[src/rtl/multicycle_ctrl.sv]
// ============================================================================
// Module   : multicycle_ctrl
// Brief    : Multi-cycle FETCH/DECODE/EXEC/MEM/WB sequencer sharing one memory port
// Revision : 1.0 - initial release
// ============================================================================
`default_nettype none

module multicycle_ctrl #(
   parameter int TIMEOUT = 255
) (
   input  logic       clk,
   input  logic       rst,
   input  logic [5:0] OpCode,
   input  logic [5:0] funct,
   input  logic       Zero,
   input  logic       MemReady,
   output logic       MemReq,
   output logic       IorD,
   output logic       MemWrite,
   output logic [1:0] MemOp,
   output logic       MemExt,
   output logic       IRWrite,
   output logic       PCWrite,
   output logic [1:0] PCSrc,
   output logic       RegWrite,
   output logic [1:0] RegDst,
   output logic [1:0] RegSrc,
   output logic       ALUSrcA,
   output logic       ALUSrcB,
   output logic [3:0] ALUOp,
   output logic [2:0] State,
   output logic       Retire,
   output logic       Illegal,
   output logic       BusErr
);

   localparam logic [5:0] c_op_rtype = 6'h00, c_op_j    = 6'h02, c_op_jal   = 6'h03;
   localparam logic [5:0] c_op_beq   = 6'h04, c_op_bne  = 6'h05, c_op_addi  = 6'h08;
   localparam logic [5:0] c_op_addiu = 6'h09, c_op_slti = 6'h0A, c_op_sltiu = 6'h0B;
   localparam logic [5:0] c_op_andi  = 6'h0C, c_op_ori  = 6'h0D, c_op_xori  = 6'h0E;
   localparam logic [5:0] c_op_lui   = 6'h0F, c_op_lb   = 6'h20, c_op_lh    = 6'h21;
   localparam logic [5:0] c_op_lw    = 6'h23, c_op_lbu  = 6'h24, c_op_lhu   = 6'h25;
   localparam logic [5:0] c_op_sb    = 6'h28, c_op_sh   = 6'h29, c_op_sw    = 6'h2B;

   localparam logic [5:0] c_fn_sll  = 6'h00, c_fn_srl  = 6'h02, c_fn_sra  = 6'h03;
   localparam logic [5:0] c_fn_sllv = 6'h04, c_fn_srlv = 6'h06, c_fn_srav = 6'h07;
   localparam logic [5:0] c_fn_jr   = 6'h08, c_fn_jalr = 6'h09, c_fn_add  = 6'h20;
   localparam logic [5:0] c_fn_addu = 6'h21, c_fn_sub  = 6'h22, c_fn_subu = 6'h23;
   localparam logic [5:0] c_fn_and  = 6'h24, c_fn_or   = 6'h25, c_fn_xor  = 6'h26;
   localparam logic [5:0] c_fn_nor  = 6'h27, c_fn_slt  = 6'h2A, c_fn_sltu = 6'h2B;

   localparam logic [3:0] c_alu_add = 4'd0, c_alu_sub  = 4'd1, c_alu_and = 4'd2;
   localparam logic [3:0] c_alu_or  = 4'd3, c_alu_xor  = 4'd4, c_alu_nor = 4'd5;
   localparam logic [3:0] c_alu_slt = 4'd6, c_alu_sltu = 4'd7, c_alu_sll = 4'd8;
   localparam logic [3:0] c_alu_srl = 4'd9, c_alu_sra  = 4'd10, c_alu_lui = 4'd11;

   localparam logic [1:0] c_mem_word = 2'd0, c_mem_byte = 2'd1, c_mem_half = 2'd2;

   // Last wait cycle allowed before the access is declared dead.
   localparam logic [7:0] c_cnt_last = 8'(TIMEOUT - 1);

   typedef enum logic [2:0] {
      S_FETCH  = 3'd0,
      S_DECODE = 3'd1,
      S_EXEC   = 3'd2,
      S_MEM    = 3'd3,
      S_WB     = 3'd4,
      S_HALT   = 3'd5
   } state_t;

   typedef enum logic [3:0] {
      K_ILL, K_ALUR, K_ALUI, K_LOAD, K_STORE, K_BEQ, K_BNE, K_J, K_JAL, K_JR, K_JALR
   } kind_t;

   state_t     r_state, w_next;
   logic [7:0] r_cnt;
   logic       r_illegal, r_buserr;

   kind_t      w_kind;
   logic [3:0] w_aluop;
   logic       w_srca, w_srcb, w_memext;
   logic [1:0] w_memop;

   logic       w_memreq, w_memwrite, w_irwrite, w_pcwrite, w_regwrite, w_retire;
   logic       w_set_ill, w_set_bus, w_last_wait;

   // Instruction classification; OpCode/funct are stable from DECODE onward.
   always_comb begin
      w_kind   = K_ILL;
      w_aluop  = c_alu_add;
      w_srca   = 1'b0;
      w_srcb   = 1'b0;
      w_memop  = c_mem_word;
      w_memext = 1'b0;
      case (OpCode)
         c_op_rtype: begin
            w_kind = K_ALUR;
            case (funct)
               c_fn_sll:  begin w_aluop = c_alu_sll; w_srca = 1'b1; end
               c_fn_srl:  begin w_aluop = c_alu_srl; w_srca = 1'b1; end
               c_fn_sra:  begin w_aluop = c_alu_sra; w_srca = 1'b1; end
               c_fn_sllv: w_aluop = c_alu_sll;
               c_fn_srlv: w_aluop = c_alu_srl;
               c_fn_srav: w_aluop = c_alu_sra;
               c_fn_jr:   w_kind  = K_JR;
               c_fn_jalr: w_kind  = K_JALR;
               c_fn_add, c_fn_addu: w_aluop = c_alu_add;
               c_fn_sub, c_fn_subu: w_aluop = c_alu_sub;
               c_fn_and:  w_aluop = c_alu_and;
               c_fn_or:   w_aluop = c_alu_or;
               c_fn_xor:  w_aluop = c_alu_xor;
               c_fn_nor:  w_aluop = c_alu_nor;
               c_fn_slt:  w_aluop = c_alu_slt;
               c_fn_sltu: w_aluop = c_alu_sltu;
               default:   w_kind  = K_ILL;
            endcase
         end
         c_op_j:   w_kind = K_J;
         c_op_jal: w_kind = K_JAL;
         c_op_beq: begin w_kind = K_BEQ; w_aluop = c_alu_sub; end
         c_op_bne: begin w_kind = K_BNE; w_aluop = c_alu_sub; end
         c_op_addi, c_op_addiu: begin w_kind = K_ALUI; w_aluop = c_alu_add;  w_srcb = 1'b1; end
         c_op_slti:  begin w_kind = K_ALUI; w_aluop = c_alu_slt;  w_srcb = 1'b1; end
         c_op_sltiu: begin w_kind = K_ALUI; w_aluop = c_alu_sltu; w_srcb = 1'b1; end
         c_op_andi:  begin w_kind = K_ALUI; w_aluop = c_alu_and;  w_srcb = 1'b1; end
         c_op_ori:   begin w_kind = K_ALUI; w_aluop = c_alu_or;   w_srcb = 1'b1; end
         c_op_xori:  begin w_kind = K_ALUI; w_aluop = c_alu_xor;  w_srcb = 1'b1; end
         c_op_lui:   begin w_kind = K_ALUI; w_aluop = c_alu_lui;  w_srcb = 1'b1; end
         c_op_lb:  begin w_kind = K_LOAD; w_srcb = 1'b1; w_memop = c_mem_byte; w_memext = 1'b1; end
         c_op_lh:  begin w_kind = K_LOAD; w_srcb = 1'b1; w_memop = c_mem_half; w_memext = 1'b1; end
         c_op_lw:  begin w_kind = K_LOAD; w_srcb = 1'b1; w_memop = c_mem_word; w_memext = 1'b1; end
         c_op_lbu: begin w_kind = K_LOAD; w_srcb = 1'b1; w_memop = c_mem_byte; end
         c_op_lhu: begin w_kind = K_LOAD; w_srcb = 1'b1; w_memop = c_mem_half; end
         c_op_sb:  begin w_kind = K_STORE; w_srcb = 1'b1; w_memop = c_mem_byte; end
         c_op_sh:  begin w_kind = K_STORE; w_srcb = 1'b1; w_memop = c_mem_half; end
         c_op_sw:  begin w_kind = K_STORE; w_srcb = 1'b1; w_memop = c_mem_word; end
         default:  w_kind = K_ILL;
      endcase
   end

   assign w_last_wait = (r_cnt == c_cnt_last) && !MemReady;

   always_comb begin
      w_next     = r_state;
      w_memreq   = 1'b0;
      w_memwrite = 1'b0;
      w_irwrite  = 1'b0;
      w_pcwrite  = 1'b0;
      w_regwrite = 1'b0;
      w_retire   = 1'b0;
      w_set_ill  = 1'b0;
      w_set_bus  = 1'b0;
      IorD       = 1'b0;
      MemOp      = c_mem_word;
      MemExt     = 1'b0;
      PCSrc      = 2'd0;
      RegDst     = 2'd0;
      RegSrc     = 2'd0;
      ALUSrcA    = 1'b0;
      ALUSrcB    = 1'b0;
      ALUOp      = c_alu_add;
      case (r_state)
         S_FETCH: begin
            w_memreq = 1'b1;
            if (MemReady) begin
               w_irwrite = 1'b1;
               w_pcwrite = 1'b1;
               w_next    = S_DECODE;
            end else if (w_last_wait) begin
               w_set_bus = 1'b1;
               w_next    = S_HALT;
            end
         end
         S_DECODE: begin
            case (w_kind)
               K_J, K_JAL, K_JR, K_JALR: begin
                  w_pcwrite = 1'b1;
                  w_retire  = 1'b1;
                  w_next    = S_FETCH;
                  PCSrc     = (w_kind == K_J || w_kind == K_JAL) ? 2'd2 : 2'd3;
                  if (w_kind == K_JAL || w_kind == K_JALR) begin
                     w_regwrite = 1'b1;
                     RegSrc     = 2'd2;
                     RegDst     = (w_kind == K_JAL) ? 2'd2 : 2'd1;
                  end
               end
               K_ILL: begin
                  w_set_ill = 1'b1;
                  w_next    = S_HALT;
               end
               default: w_next = S_EXEC;
            endcase
         end
         S_EXEC: begin
            ALUOp   = w_aluop;
            ALUSrcA = w_srca;
            ALUSrcB = w_srcb;
            case (w_kind)
               K_BEQ, K_BNE: begin
                  PCSrc     = 2'd1;
                  w_pcwrite = (w_kind == K_BEQ) ? Zero : !Zero;
                  w_retire  = 1'b1;
                  w_next    = S_FETCH;
               end
               K_LOAD, K_STORE: w_next = S_MEM;
               default:         w_next = S_WB;
            endcase
         end
         S_MEM: begin
            ALUSrcA    = w_srca;
            ALUSrcB    = w_srcb;
            w_memreq   = 1'b1;
            w_memwrite = (w_kind == K_STORE);
            IorD       = 1'b1;
            MemOp      = w_memop;
            MemExt     = w_memext;
            if (MemReady) begin
               if (w_kind == K_STORE) begin
                  w_retire = 1'b1;
                  w_next   = S_FETCH;
               end else begin
                  w_next = S_WB;
               end
            end else if (w_last_wait) begin
               w_set_bus = 1'b1;
               w_next    = S_HALT;
            end
         end
         S_WB: begin
            ALUOp      = w_aluop;
            ALUSrcA    = w_srca;
            ALUSrcB    = w_srcb;
            w_regwrite = 1'b1;
            w_retire   = 1'b1;
            w_next     = S_FETCH;
            if (w_kind == K_LOAD) begin
               RegSrc = 2'd1;
               MemOp  = w_memop;
               MemExt = w_memext;
            end else begin
               RegDst = (w_kind == K_ALUR) ? 2'd1 : 2'd0;
            end
         end
         S_HALT:  w_next = S_HALT;
         default: w_next = S_FETCH;
      endcase
   end

   always_ff @(posedge clk or posedge rst) begin
      if (rst) begin
         r_state   <= S_FETCH;
         r_cnt     <= 8'd0;
         r_illegal <= 1'b0;
         r_buserr  <= 1'b0;
      end else begin
         r_state <= w_next;
         if (w_next != r_state)
            r_cnt <= 8'd0;
         else if (w_memreq && !MemReady)
            r_cnt <= r_cnt + 8'd1;
         if (w_set_ill)
            r_illegal <= 1'b1;
         if (w_set_bus)
            r_buserr <= 1'b1;
      end
   end

   // Strobes are gated by rst so an in-flight store can never complete a partial write.
   assign MemReq   = w_memreq   & ~rst;
   assign MemWrite = w_memwrite & ~rst;
   assign IRWrite  = w_irwrite  & ~rst;
   assign PCWrite  = w_pcwrite  & ~rst;
   assign RegWrite = w_regwrite & ~rst;
   assign Retire   = w_retire   & ~rst;
   assign State    = r_state;
   assign Illegal  = r_illegal;
   assign BusErr   = r_buserr;

endmodule

`default_nettype wire

[config.mk]
export PLATFORM = sky130hd
export DESIGN_NAME = multicycle_ctrl
export DESIGN_NICKNAME = d
export VERILOG_FILES = /design/src/rtl/multicycle_ctrl.sv
export SDC_FILE = /design/constraint.sdc
export NUM_CORES = 1
export LEC_CHECK = 0
export BUFFER_PORTS_ARGS = -buffer_cell sky130_fd_sc_hd__buf_4
export CAP_MARGIN = 20
export CORE_AREA = 2 2 52 79
export DETAILED_ROUTE_END_ITERATION = 6
export DIE_AREA = 0 0 54 81
export PLACE_DENSITY = 0.69
export SYNTH_ARGS = -nofsm -noshare
export SYNTH_HDL_FRONTEND = slang
export SYNTH_SLANG_ARGS = --single-unit
[constraint.sdc]
create_clock -name clk -period 2.25 [get_ports clk]
set_clock_uncertainty 0.1 [all_clocks]
set_input_delay 0.225 -clock clk [delete_from_list [all_inputs] [get_ports clk]]
set_output_delay 0.225 -clock clk [all_outputs]
set_load 0.01 [all_outputs]
# Yosys cells after proc, flatten, opt, wreduce, memory -nomap -nowiden

Cells that the tools add are included.

Bits in writable memories: 0
Bits in latches: 0
Memory bits (read-only): 0
Logic and storage cells: 156
Register bits after elaboration: 13
Output and inout port bits: 27
Memories: 0

Reduce and logical (&&, ||, !) cells: 31
Add/sub/neg operators: 1
Bitwise logic cells: 7
Shift operators: 0
Mux-type cells: 60
Div/mod/pow operators: 0
Multipliers: 0
Order comparisons: 0
Eq/ne operators: 53

Operators with widths:

| operator                                                         | count |
|---|---|
| 6-bit == test (second input constant)                            | 18 |
| 4-bit case mux with 8 select lines                               | 2 |
| 6-bit by 4-bit == test with 1-bit output (second input constant) | 10 |
| 4-bit case mux with 10 select lines                              | 1 |
| 16-bit OR reduction                                              | 2 |
| 6-bit by 3-bit == test with 1-bit output (second input constant) | 5 |
| 1-bit 2-to-1 mux                                                 | 30 |
| 6-bit by 2-bit == test with 1-bit output (second input constant) | 4 |
| 2-bit case mux with 2 select lines                               | 5 |
| 2-bit OR reduction                                               | 9 |
| 3-bit OR reduction                                               | 6 |
| 4-bit by 3-bit == test with 1-bit output (second input constant) | 4 |
| 8-bit 2-to-1 mux                                                 | 2 |
| 3-bit case mux with 5 select lines                               | 1 |
| 2-bit 2-to-1 mux                                                 | 7 |
| 4-bit == test (second input constant)                            | 3 |
| 6-bit zero test                                                  | 2 |
| 3-bit 2-to-1 mux                                                 | 4 |
| 3-bit case mux with 2 select lines                               | 2 |
| 4-bit case mux with 3 select lines                               | 1 |
| 8-bit by 1-bit adder with 8-bit output (second input constant)   | 1 |
| 8-bit == test (second input constant)                            | 1 |
| 8-bit OR reduction                                               | 1 |
| 1-bit bitwise AND                                                | 6 |
| 19 further kinds                                                 | 25 |

# Depth between registers and ports, before layout

Gate-level depths: netlist (run 1).

Depth after elaboration: 10
Mapped depth: 9

# Worst setup path before layout (run 1)

Ideal clock, no wire load.

Kind: reg-to-reg
From: reg r_state[0] (netlist: State[0])
To: reg r_cnt[7]
Setup time: 121 ps
Stages on the path, launching flop included: 8
Slack: 154 ps
Required time: 2029 ps
Data arrival time: 1875 ps
Path buffers: 1
Path through: dfrtp_1 -> buf_2 -> xor2_1 -> nor3_2 -> and3_1 -> or3b_2 -> xor2_1 -> nor2_1

Cells in the longest elaborated chain, start to end: 5

Ends and longest elaborated chain:

| what                                                                   | RTL line | text |
|---|---|---|
| start, declared                                                        | 75       | `state_t r_state, w_next;` |
| start signal, assigned                                                 | 256      | `r_state <= w_next;` |
| 3-bit 2-to-1 mux, or another cell as far along                         | 169, 224 |  |
| 3-bit 2-to-1 mux, or another cell as far along                         | 217      | `if (MemReady) begin` |
| 3-bit case mux with 5 select lines or 1-bit 2-to-1 mux (tied branches) | 162      | `case (r_state)` |
| 3-bit != test or 1-bit logical AND (tied branches)                     | 257, 259 |  |
| 8-bit 2-to-1 mux or 2-bit nonzero test (tied branches)                 | n/a      |  |
| end signal, assigned                                                   | 260      | `r_cnt <= r_cnt + 8'd1;` |
| end, declared                                                          | 76       | `logic [7:0] r_cnt;` |

Parallel ways exist; a longest one is shown, timed or not.
A chain may end at the register's enable or synchronous reset.

# Final worst setup path (run 1)

From: reg r_state[0] (netlist: State[0])
To: out MemOp[0]

Cells in the longest elaborated chain, start to end: 2

Ends and longest elaborated chain:

| what                                                                      | RTL line | text |
|---|---|---|
| 3-bit == test or 3-bit by 2-bit == test with 1-bit output (tied branches) | 162      |  |
| 2-bit case mux with 2 select lines (*)                                    | 162      |  |
| end, declared                                                             | 20       | `output logic [1:0] MemOp,` |

Every way passes the cells marked *; elsewhere a longest branch is shown, timed or not.

==> results.md, run 1 <==
- Clock sinks: 13
- Fmax: 0.463 GHz
- Routability cong.: 0.858
- Fin util: 0.550
- Antenna violations before repair: 0
- Clock Root Buffer: clkbuf_8
- Area growth, synth to finish: 29.4%
- Synth unique cells: 60
- First-pass GRT wire length: 7120 um
- Number of global-route vias before repair: 1536
- Final WL: 4530 um
- Total Power: 1.51 mW
- WS Path Type: reg -> out
- Power Dens Cells: 728 nW/um^2
- Most common cell after layout, fill and taps aside: buf_4
- Residual DRC: 0
- Clock Pin Slew Worst Setup and Hold Paths: 0.05 ns
- Total GRT Usage: 0.217
- Syn. warnings: 0
- Via count: 1735
- IO Count: 43
- CP endpoint kind: output port
- Synth top area share: 0.202
- Max Cap Viol: 0
- Worst vdd ir: 557 uV
- Status: complete, no violations
- IO Port Bufs: 42
- Most area-consuming cells after synthesis: dfrtp_1 (20%), nor2_1 (6.3%), nand2_1 (5.4%)
- Worst endpoint required time: 1.92 ns
- Core area: 3780 um^2
- Worst Path Arrival: 1.84 ns
- Syn_nets: 239
- Largest net degree at the start of global routing: 21
- Top_reg_cell synth: dfrtp_1
- Commonest non-fill, non-tap cells in the layout: buf_4 (56), nor2_1 (27), nand2_1 (23)
- RSZ-0062 raised after global routing: no
- Leakage: 0.918 nW
- Dpl cells: 304
- Slew margin rel.: 0.574
- Nets: 285
- Die area: 4370 um^2
- Fraction of registers with async set or reset after synthesis: 1.00
- #FFs+latches synth: 13
- Netlist Area Pre-Place: 1610 um^2
- Startpoint class of the critical path: register
- Post-DP HPWL: 3550 um
- Clock Latency Late Sink: 0.24 ns
- Wire per inst: 14.6 um
- EDFF count, synth: 0
- Final setup TNS: 0 ns
- Final Hold Vio Count: 0
- TritonCTS clock tree: yes
- Initial Util: 0.425
- Rows: 28
- Yosys top cell by area: dfrtp_1
- Max Root-Sink Buffers: 2
- CTS buffer count: 3
- H-tree levels: 1
- Part of the Yosys area used for sequential elements: 0.202
- Final setup viols: 0
- Synth Instances: 221
- Grt total ovfl: 0
- Max-slew violations: 0
- 1st-iter DRT viols: 30
- Ant diodes: 0
- Routed vias/inst: 5.58
- Max stage delay on crit path: 0.44 ns
- Synth Area per Inst: 7.27 um^2
- Tcrit/Tclk final: 0.961
- Layout cells sized above 1: 0.289
- Period minus WS final: 2.16 ns
- CP top delay family: simple AND/OR/NAND/NOR gates
- Worst Path Max Fanout: 6
- DRT antenna net count: 0
- First-pass DRT Iterations: 4
- Tightest Pin Transition: 0.632 ns
- Crit path buf inv count: 2
- HP Class: in -> reg
- Die Y: 81 um
- Non-Filler Instances: 311
- Die Wd: 54 um
- CP max-delay cell: dfrtp_2
- CP cell instances: buf_4 -> nand2b_1 -> a211oi_2 -> o21ai_0 -> nand2b_1 -> nor3_1 -> buf_4
-- kinds of logic after synthesis --
| family | share of synthesized area |
|---|---|
| xor+xnor | 0.0545 |
| buf+inv | 0.0724 |
| compound gates | 0.239 |
| fa+ha+maj | 0.0156 |
| simple gates | 0.397 |
| mux | 0.0187 |
| flops | 0.202 |
-- worst paths after layout --
path | from | end | slack, ns | cells past startpoint
max in group asynchronous | rst | State[0] | 1.37 | 4
worst min register to register | BusErr | BusErr | 0.36 | 1
worst max register to register | State[0] | r_cnt[7] | 0.16 | 7
worst min-delay path | MemReady | State[2] | 0.36 | 4
min in group asynchronous | rst | State[1] | 0.50 | 4
worst max-delay path | State[0] | MemOp[0] | 0.09 | 7
-- through the flow --
step           setup WS, ns  hold WS (ns)  instance area, um^2
2_1_floorplan         0.154       0.00719                 1610
3_3_place_gp         0.0544         0.200                 1990
3_5_place_dp         0.0379         0.197                 1990
4_1_cts             0.00317         0.361                 2050
5_1_grt              0.0198         0.371                 2080
6_report             0.0879         0.358                 2080
-- repair_timing --
item,in CTS,in global routing
setup endpoints to repair,3,4
pin swaps,0,0
setup buffers,0,2
hold buffers,1,0
endpoints found under the hold margin,13,0
gates cloned,0,0
gates resized for setup,3,4
-- worst register-to-register path: cells and delay by family, from the launching register on --
kind | cells | cell delay, ns
XOR/XNOR | 2 | 0.33
flip-flops | 1 | 0.44
buffers and inverters | 1 | 0.15
AND/OR/NAND/NOR | 4 | 1.00
-- power breakdown --
part | internal [mW] | total, mW | switching, mW
clock network | 0.125 | 0.207 | 0.0817
registers | 0.277 | 0.332 | 0.0546
logic | 0.449 | 0.974 | 0.525
-- per-layer routing --
layer | track usage | share of wire
met1 | 0.250 | 0.40
met4 | 0.0925 | 0.033
met5 | 0 | 0
met2 | 0.391 | 0.53
met3 | 0.0221 | 0.035
-- state kept, by name, summed over array words and instances (netlist names) --
signal and count:
BusErr 1, Illegal 1, State 3, r_cnt 8
-- Yosys cell counts (all sizes together), types with 5 or more instances --
library cell	number
nor2	27
nand2	24
a21oi	17
dfrtp	13
buf	12
inv	11
nor3	10
o21ai	8
xor2	8
nand2b	7
nand3	7
nand4	6
nor2b	5
-- area by class of cell --
type,count,area (um^2)
clock buffer,4,45.0
fill,398,1700
inverter,11,41.3
multi-input combinational,181,1180
sequential,13,328
tap,45,56.3
timing repair buffer,57,430
No activity file was read; power rests on OpenSTA's default activity.
==> run 2, diff against run 1 <==
--- a/config.mk
+++ b/config.mk
@@ -7,10 +7,10 @@
 export LEC_CHECK = 0
 export BUFFER_PORTS_ARGS = -buffer_cell sky130_fd_sc_hd__buf_4
 export CAP_MARGIN = 20
-export CORE_AREA = 2 2 52 79
+export CORE_AREA = 2 2 48 73
 export DETAILED_ROUTE_END_ITERATION = 6
-export DIE_AREA = 0 0 54 81
-export PLACE_DENSITY = 0.69
+export DIE_AREA = 0 0 50 75
+export PLACE_DENSITY = 0.79
 export SYNTH_ARGS = -nofsm -noshare
 export SYNTH_HDL_FRONTEND = slang
 export SYNTH_SLANG_ARGS = --single-unit
==> results.md, run 2 (same netlist as run 1, synthesis figures left out) <==
- Status: complete, no violations
- Placed Area: 1980 um^2
- CP endpoint kind: output port
- Post-route cell area: 2060 um^2
- Wire per inst: 14.8 um
- Area growth, synth to finish: 28.0%
- Ant diodes: 0
- Largest register by flop count: r_cnt
- Antenna violations before repair: 0
- RSZ-0062 raised after global routing: yes
- IO Port Bufs: 42
- 1st-iter DRT viols: 47
- Max-slew violations: 0
- Worst vdd ir: 664 uV
- Total GRT Usage: 0.258
- Clock sinks: 13
- Startpoint class of the critical path: input port
- Worst Path Arrival: 1.82 ns
- H-tree levels: 1
- Layout cells sized above 1: 0.289
- Die Y: 75 um
- Grt total ovfl: 0
- Commonest non-fill, non-tap cells in the layout: buf_4 (53), nor2_1 (27), nand2_1 (23)
- Dpl cells: 298
- Nets: 282
- HP Class: in -> reg
- Final Hold Vio Count: 0
- Residual DRC: 0
- Final WL: 4480 um
- Slew margin rel.: 0.687
- Clock Pin Slew Worst Setup and Hold Paths: 0.05 ns
- Number of global-route vias before repair: 1698
- Non-Filler Instances: 303
- WS Path Type: in -> out
- Rows: 25
- Largest net degree at the start of global routing: 21
- First-pass DRT Iterations: 4
- Routability cong.: 0.885
- First-pass GRT wire length: 7520 um
- Fmax: 0.466 GHz
- Worst Path Max Fanout: 17
- Clock Latency Late Sink: 0.25 ns
- Power Dens Cells: 727 nW/um^2
- Via count: 1751
- Final setup viols: 0
- Die area: 3750 um^2
- DRT antenna net count: 0
- Tightest Pin Transition: 0.464 ns
- Core area: 3100 um^2
- Period minus WS final: 2.15 ns
- Leakage: 0.905 nW
- Tcrit/Tclk final: 0.954
- Worst endpoint required time: 1.92 ns
- Max reg flops: 8
- Die Wd: 50 um
- Clock Root Buffer: clkbuf_8
- Initial Util: 0.519
- Routed vias/inst: 5.78
- Max Root-Sink Buffers: 2
- Post-CTS Setup Bufs: 0
- IO Count: 43
- Max Cap Viol: 0
- Most common cell after layout, fill and taps aside: buf_4
- CTS buffer count: 3
- TritonCTS clock tree: yes
- Post-DP HPWL: 3490 um
[run 2: cell count changes in the layout (fill, tap and decap cells not counted), sizes merged]
| cell | change |
|---|---|
| buf | -3 |
[run 2: worst max-delay path, stage by stage]
cell and delay [ns]:
buf_4 0.19, nor2_1 0.08, a22oi_1 0.15, nor2_1 0.06, a2111o_1 0.45, o21ai_0 0.16
mux2i_1 0.14, o22ai_1 0.19, buf_4 0.17
[run 2: final timing paths]
check	depth (start not counted)	startpoint	endpoint	slack, ns
max	9	OpCode[2]	PCSrc[0]	0.10
min	4	MemReady	State[2]	0.32
max reg2reg	8	State[0]	r_cnt[1]	0.22
min reg2reg	1	BusErr	BusErr	0.37
max in group asynchronous	4	rst	State[0]	1.39
min in group asynchronous	4	rst	BusErr	0.47
[run 2: power breakdown]
| group | total (mW) | switching (mW) | internal, mW |
|---|---|---|---|
| Clock | 0.210 | 0.0851 | 0.125 |
| Sequential | 0.349 | 0.0719 | 0.277 |
| Combinational | 0.935 | 0.515 | 0.420 |
| Total | 1.49 | 0.672 | 0.822 |
[run 2: area by class of cell]
class	count	area, um^2
Fill cell	271	1040
Multi-Input combinational cell	181	1180
Clock buffer	4	45.0
Inverter	11	41.3
Tap cell	40	50.0
Sequential cell	13	328
Timing Repair Buffer	54	408
[run 2: repair_timing]
item / in CTS / in global routing
pin swaps: 0 / 0
hold buffers: 1 / 0
gates resized for setup: 2 / 5
hold endpoints to repair: 13 / 0
endpoints found under the setup margin: 3 / 11
[run 2: per-stage QoR]
| stage | hold WS, ns | power (mW) | setup slack, ns | setup TNS, ns | util |
|---|---|---|---|---|---|
| 2_1_floorplan | 0.00719 | 0.948 | 0.154 | 0 | - |
| 3_3_place_gp | 0.173 | 1.23 | 0.0741 | 0 | 0.639 |
| 3_5_place_dp | 0.177 | 1.25 | 0.0157 | 0 | 0.639 |
| 4_1_cts | 0.313 | 1.47 | 0.0177 | 0 | 0.658 |
| 5_1_grt | 0.369 | 1.61 | -0.0107 | -0.0107 | 0.664 |
| 6_report | 0.318 | 1.49 | 0.104 | 0 | 0.664 |
[run 2: layer usage]
layer / up-vias / track usage / part of all wire
li1: 877 / - / -
met1: 818 / 0.285 / 0.38
met2: 39 / 0.487 / 0.55
met3: 17 / 0.0119 / 0.026
met4: 0 / 0.148 / 0.042
met5: - / 0 / 0
==> run 3, diff against run 2 <==
--- a/config.mk
+++ b/config.mk
@@ -6,10 +6,10 @@
 export NUM_CORES = 1
 export LEC_CHECK = 0
 export BUFFER_PORTS_ARGS = -buffer_cell sky130_fd_sc_hd__buf_4
-export CAP_MARGIN = 20
-export CORE_AREA = 2 2 48 73
+export CAP_MARGIN = 10
+export CORE_AREA = 5 5 51 76
 export DETAILED_ROUTE_END_ITERATION = 6
-export DIE_AREA = 0 0 50 75
+export DIE_AREA = 0 0 56 81
 export PLACE_DENSITY = 0.79
 export SYNTH_ARGS = -nofsm -noshare
 export SYNTH_HDL_FRONTEND = slang
==> results.md, run 3 (same netlist as run 1, synthesis figures left out) <==
- Status: complete, no violations
- Worst Path Max Fanout: 14
- Grt total ovfl: 0
- 1st-iter DRT viols: 42
- Final Hold Vio Count: 0
- Non-Filler Instances: 303
- Multi-input gate area: 1190 um^2
- CP endpoint kind: output port
- Number of global-route vias before repair: 1668
- Max reg flops: 8
- First-pass GRT wire length: 7490 um
- Die Y: 81 um
- Post-DP HPWL: 3530 um
- Total GRT Usage: 0.204
- Max Root-Sink Buffers: 2
- Placed Area: 1970 um^2
- IO Count: 43
- Antenna violations before repair: 0
- Die Wd: 56 um
- RSZ-0062 raised after global routing: no
- Dpl cells: 297
- Residual DRC: 0
- Post-route cell area: 2060 um^2
- Worst Path Arrival: 1.77 ns
- Power Dens Cells: 727 nW/um^2
- Via count: 1746
- Most common cell after layout, fill and taps aside: buf_4
- Clock sinks: 13
- Fmax: 0.478 GHz
- Fin util: 0.666
- First-pass DRT Iterations: 4
- Ant diodes: 0
- H-tree levels: 1
- HP Class: reg -> reg
- Area growth, synth to finish: 28.3%
- Layout cells sized above 1: 0.293
- IO Port Bufs: 42
- Nets: 282
- Leakage: 0.907 nW
- Largest register by flop count: r_cnt
- Final WL: 4480 um
- Clock Root Buffer: clkbuf_8
- Tcrit/Tclk final: 0.930
- DRT antenna net count: 0
- Slew margin rel.: 0.589
- Worst endpoint required time: 1.92 ns
- Final setup TNS: 0 ns
- Wire per inst: 14.8 um
- Final setup viols: 0
- Largest net degree at the start of global routing: 21
- Routed vias/inst: 5.76
- WS Path Type: in -> out
- Sequential Area: 328 um^2
- Worst vdd ir: 535 uV
- Die area: 4540 um^2
- Initial Util: 0.519
- Max-slew violations: 0
- CTS buffer count: 3
- TritonCTS clock tree: yes
- Routability cong.: 0.887
- Startpoint class of the critical path: input port
- Tightest Pin Transition: 0.610 ns
- Rows: 25
- Clock Pin Slew Worst Setup and Hold Paths: 0.05 ns
- Core area: 3100 um^2
- FILL cells: 272
- Clock Latency Late Sink: 0.25 ns
- Period minus WS final: 2.09 ns
- Commonest non-fill, non-tap cells in the layout: buf_4 (53), nor2_1 (27), nand2_1 (23)
- Max Cap Viol: 0
==> run 3: what timing repair did <==
item,in CTS,in global routing
endpoints found under the setup margin,3,15
hold endpoints to repair,13,0
resized for setup,3,7
hold buffers,1,0
setup buffers,0,1
pin swaps,1,0
==> run 3: worst paths after layout <==
check	slack, ns	end	cells past startpoint	start
setup / recovery	0.16	RegDst[0]	8	OpCode[5]
hold / removal	0.35	BusErr	1	BusErr
setup reg to reg	0.21	r_cnt[7]	7	State[1]
hold reg to reg	0.35	BusErr	1	BusErr
max in group asynchronous	1.40	State[0]	4	rst
min in group asynchronous	0.46	State[1]	4	rst
==> run 3: final cells by class <==
cell class	count	share of cell area
Inverter	11	0.0200
Timing Repair Buffer	54	0.198
Clock buffer	4	0.0218
Tap cell	40	0.0243
Multi-Input combinational cell	181	0.577
Sequential cell	13	0.159
==> run 3: metrics by stage <==
step	hold WS, ns	worst slack [ns]	total power, mW
final	0.355	0.157	1.50
after global routing	0.398	0.00832	1.63
after global placement	0.173	0.0750	1.23
after floorplan	0.00719	0.154	0.948
after CTS	0.359	0.0134	1.48
after detailed placement	0.175	0.0284	1.25
==> run 3: metal layers <==
| metal | wire (um) | track usage | vias up |
|---|---|---|---|
| met1 | 1630 | 0.211 | 801 |
| li1 | - | - | 880 |
| met3 | 197 | 0.0397 | 16 |
| met2 | 2480 | 0.376 | 49 |
| met4 | 179 | 0.124 | 0 |
| met5 | 0 | 0 | - |
==> run 3: power by group <==
part	internal, mW	leakage [nW]	switching [mW]	total (mW)
registers	0.277	0.170	0.0628	0.340
logic	0.425	0.715	0.523	0.948
clock network	0.125	0.0228	0.0863	0.212
total	0.827	0.907	0.672	1.50
==> run 3: critical path, stage by stage <==
cell	delay, ns
buf_4	0.16
nor4_4	0.30
nand2_2	0.12
a211o_1	0.33
nand4_1	0.20
inv_1	0.08
a32o_1	0.21
buf_4	0.14
